===== src/rtl/mem_dump_pkg.sv =====
// Shared definitions for the data-memory dump engine: FSM state encoding
// and word/byte sizing helpers.
package mem_dump_pkg;

  typedef enum logic [2:0] {
    ST_IDLE,
    ST_ADDR,
    ST_LOAD,
    ST_SEND,
    ST_WAIT,
    ST_DONE
  } state_e;

  localparam int unsigned DEF_INST_SZ    = 32;
  localparam int unsigned BYTES_PER_WORD = DEF_INST_SZ / 8;

  function automatic int unsigned bytes_per_word(input int unsigned inst_sz);
    return inst_sz / 8;
  endfunction

endpackage


===== src/rtl/mem_dump.sv =====
// Streams the whole data memory out over a byte-wide UART handshake,
// word by word in ascending address order, most significant byte first.
module mem_dump
  import mem_dump_pkg::*;
#(
  parameter int unsigned INST_SZ = 32,
  parameter int unsigned MEM_SZ  = 5
) (
  input  logic               i_clk,
  input  logic               i_reset,
  input  logic               i_start,
  output logic [MEM_SZ-1:0]  o_debug_addr,
  input  logic [INST_SZ-1:0] i_debug_mem,
  output logic [7:0]         o_tx_data,
  output logic               o_tx_start,
  input  logic               i_tx_done,
  output logic               o_busy,
  output logic               o_done
);

  localparam int unsigned BPW = bytes_per_word(INST_SZ);
  localparam int unsigned BCW = (BPW > 1) ? $clog2(BPW) : 1;
  localparam logic [BCW-1:0] LAST_BYTE = BCW'(BPW - 1);

  state_e             state_q;
  logic [MEM_SZ-1:0]  word_q;
  logic [BCW-1:0]     byte_q;
  logic [INST_SZ-1:0] shift_q;
  logic [INST_SZ-1:0] shift_d;
  logic               tx_start_q;
  logic               busy_q;
  logic               done_q;

  assign shift_d = shift_q << 8;

  // The word counter doubles as the debug address; the byte on the wire is
  // always the top byte of the shift register, so it holds until the next shift.
  assign o_debug_addr = word_q;
  assign o_tx_data    = shift_q[INST_SZ-1 -: 8];
  assign o_tx_start   = tx_start_q;
  assign o_busy       = busy_q;
  assign o_done       = done_q;

  always_ff @(posedge i_clk or posedge i_reset) begin
    if (i_reset) begin
      state_q    <= ST_IDLE;
      word_q     <= '0;
      byte_q     <= '0;
      shift_q    <= '0;
      tx_start_q <= 1'b0;
      busy_q     <= 1'b0;
      done_q     <= 1'b0;
    end else begin
      tx_start_q <= 1'b0;
      done_q     <= 1'b0;
      unique case (state_q)
        ST_IDLE: begin
          if (i_start) begin
            word_q  <= '0;
            byte_q  <= '0;
            busy_q  <= 1'b1;
            state_q <= ST_ADDR;
          end
        end
        ST_ADDR: state_q <= ST_LOAD;
        ST_LOAD: begin
          shift_q    <= i_debug_mem;
          tx_start_q <= 1'b1;
          state_q    <= ST_SEND;
        end
        ST_SEND: state_q <= ST_WAIT;
        ST_WAIT: begin
          if (i_tx_done) begin
            if (byte_q != LAST_BYTE) begin
              shift_q    <= shift_d;
              byte_q     <= byte_q + BCW'(1);
              tx_start_q <= 1'b1;
              state_q    <= ST_SEND;
            end else if (word_q != '1) begin
              word_q  <= word_q + MEM_SZ'(1);
              byte_q  <= '0;
              state_q <= ST_ADDR;
            end else begin
              busy_q  <= 1'b0;
              done_q  <= 1'b1;
              state_q <= ST_DONE;
            end
          end
        end
        ST_DONE: begin
          word_q  <= '0;
          byte_q  <= '0;
          state_q <= ST_IDLE;
        end
        default: state_q <= ST_IDLE;
      endcase
    end
  end

endmodule


===== config.mk =====
export PLATFORM = sky130hd
export DESIGN_NAME = mem_dump
export DESIGN_NICKNAME = d
export VERILOG_FILES = /design/src/rtl/mem_dump_pkg.sv /design/src/rtl/mem_dump.sv
export SDC_FILE = /design/constraint.sdc
export NUM_CORES = 1
export LEC_CHECK = 0
export BUFFER_PORTS_ARGS = -buffer_cell sky130_fd_sc_hd__buf_2
export CORE_ASPECT_RATIO = 1.4
export CORE_MARGIN = 1
export CORE_UTILIZATION = 40
export DETAILED_ROUTE_END_ITERATION = 16
export PLACE_DENSITY = 0.6
export SYNTH_ARGS = -nofsm -noshare
export SYNTH_HDL_FRONTEND = slang
export SYNTH_SLANG_ARGS = --single-unit

===== constraint.sdc =====
create_clock -name i_clk -period 2.6 [get_ports i_clk]
set_input_delay 0.13 -clock i_clk [delete_from_list [all_inputs] [get_ports i_clk]]
set_output_delay 0.13 -clock i_clk [all_outputs]
set_load 0.03 [all_outputs]

==> impl_metrics.yaml <==
synth:
  synth_flop_cell: "dfrtp_1"
  synth-seq-cells: 45
  synth_top_family_by_area: "compound AO/OA/AOI/OAI gates"
  synth_warnings: 0
  ys_top_cells_by_count: "dfrtp_1, nand2_1, mux2i_1, o21ai_0, buf_4"
  synth.largest_area_cell: "dfrtp_1"
  synth_enable_flop_cells: 0
  seq_area_frac_synth: 0.505
  synth_area_leaders: "dfrtp_1, mux2i_1, o21ai_0, nand2_1, buf_4"
  async_flop_share: 1.00
  syn_avg_cell_area_sq_um: 10.9
  synth_top_area_share: 0.505
  synthAdderAreaFrac: 0.0168
  synthXorXnorAreaFrac: 0.00393
  syn_area_sq_mm: 0.00223
  synth_fp_nets: 244
  yosys.area_share.simple: 0.131
  synthDistinctLibCells: 37
  syn_inst: 205
  yosysMostFrequentCell: "dfrtp_1"
  synth_compound_area_frac: 0.133
  synth_mux_area_frac: 0.122
timing:
  timing.slew.headroom: 0.405
  clock_skew_ns: 0.00950
  max_freq_mhz: 510
  post-route-period-util: 0.755
  hold_slack_ns: 0.0114
  rsz0062_at_grt: "no"
  max_slew.worst_pin.slew_ns: 0.891
  fin_tns_setup_ns: 0
  final-setup-viol-count: 0
  slew_violations: 0
  period_needed_ns: 1.96
  hold_viol: 0
grt:
  gr-usage-all-layers: 0.142
  first_global_vias: 1397
  grt_pass1_wl_mm: 6.51
  antenna_found_initial: 0
  grt_max_degree: 46
  gr-total-overflow: 0
clock_network:
  post_cts_buffers: 0
  htreeDepth: 2
  cts_tree: "built"
  cts_hold_repair.buffers: 0
  cts-root-buf: "clkbuf_8"
  clkTransAtPathRegs_ns: 0.09
  worstSkewPairLatency_ns: 0.30
  clock_sinks: 45
  numCtsBuffers: 5
  post_cts_resized: 0
  cts_buffer_depth: 2
floorplanning:
  fp.dieW_um: 65.1
  initial_core_util: 0.422
  dieArea_sq_mm: 0.00588
  ios: 52
  core-area_sq_mm: 0.00528
  die_y_um: 90.3
  rows: 31
finish:
  diodes: 0
  layoutNonFillerInstCount: 313
  area_growth_pct: 15.2
  final_layout_size_suffix_gt1_frac: 0.287
  final_nets: 285
  stdcell_area_sq_mm: 0.00257
drt:
  drc: 0
  viasPerCell: 4.87
  antenna_left: 0
  first_pass_iters: 4
  wire_per_inst_um: 12.3
  num_vias: 1524
  drt_iter0_drc: 35
  wirelength_mm: 3.84
setup_path:
  r2r_slack_ns: 0.64
  critPathKind: "register to register"
  cp.arrival_ns: 2.15
  critPathMaxFanout: 6
  worst_r2r_path_depth: 7
  required_ns: 2.79
  r2r_end: "o_debug_addr[3]"
  cp-start-kind: "register"
  r2r-start: "o_debug_addr[0]"
  crit_path_end_kind: "register"
power_and_ir_drop:
  p_leak_nw: 1.20
  peakVddDrop_mv: 0.495
  power_density_mw_per_mm2: 1170
  power.total_mw: 3.00
placed_design:
  dp_hpwl_mm: 2.78
  dp.cells: 305
  portBuffers: 51
  placed_cell_area_sq_mm: 0.00243
  routabilityCongestion: 0.780
worst_hold_path:
  hp-class: "input pin to asynchronous set/reset pin"
job:
  cap_violations: 0
run_status:
  status: "finished clean"
-- worst max-delay path by stage --
stage / slack (ns) / end / startpoint / depth (start not counted)
after floorplan: 0.61 / o_debug_addr[3] / o_debug_addr[0] / 7
after global placement: 0.69 / o_debug_addr[3] / o_debug_addr[0] / 7
after detailed placement: 0.66 / o_debug_addr[3] / o_debug_addr[0] / 7
after CTS: 0.63 / o_debug_addr[3] / o_debug_addr[0] / 7
after global routing: 0.55 / o_debug_addr[3] / o_debug_addr[0] / 7
final: 0.64 / o_debug_addr[3] / o_debug_addr[0] / 7
-- flip-flops by register name, summed over array words and instances, names as in the netlist --
name	flops
byte_q	2
state_q	3
o_busy	1
o_debug_addr	5
o_tx_start	1
o_done	1
shift_q	32
-- report_power, final --
part / internal [mW] / total [mW] / leakage, nW / switching (mW)
Combinational: 0.494 / 1.16 / 0.569 / 0.667
Clock: 0.387 / 0.630 / 0.0687 / 0.244
Sequential: 0.993 / 1.20 / 0.567 / 0.211
-- placed cells by master, fill, tap and decap left out, types with 2 or more instances in the layout --
cell        n
a21oi_1     2
o211ai_1    2
nor2_1      4
ha_1        3
o21ai_0    22
buf_4       4
bufinv_16   2
mux2i_1    26
nand2b_1    4
nand4_1     2
inv_1       5
dfrtp_1    45
nand2_1    29
o21ai_1     5
clkbuf_8    5
buf_2      51
a22o_1      9
nand3_1     7
-- final cells by class --
type	count	area (sq um)
timing repair buffer	55	285
clock inverter	3	68.8
inverter	6	22.5
tap	66	82.6
multi-input combinational	133	913
fill	524	2710
sequential	45	1130
clock buffer	5	68.8
-- critical path, stage by stage (launching register included) --
cell      delay (ns)
dfrtp_1         0.42
ha_1            0.24
and3_1          0.19
ha_1            0.21
and3b_1         0.20
a211oi_4        0.26
nand3_1         0.12
a32o_1          0.21
-- metal layers --
metal	vias up	GRT usage	part of all wire
met1	692	0.189	0.47
met3	8	0.0354	0.053
met4	0	0.0543	0.019
met2	35	0.220	0.46
met5	-	0	0
li1	789	-	-
-- through the flow --
stage | setup slack (ns) | utilization
after floorplan | 0.613 | -
after global placement | 0.692 | 0.461
after detailed placement | 0.656 | 0.461
after CTS | 0.634 | 0.487
after global routing | 0.545 | 0.487
final | 0.638 | 0.487
-- cell families (layout without fill, tap and decap cells) --
group,after synthesis,in the layout
AO/OA/AOI/OAI,45,45
adder cells (fa/ha/maj),3,3
flip-flops,45,45
buffers and inverters,27,69
multiplexers,27,27
AND/OR/NAND/NOR,57,57
XOR/XNOR,1,1
Power figures use the tool's default switching activity.
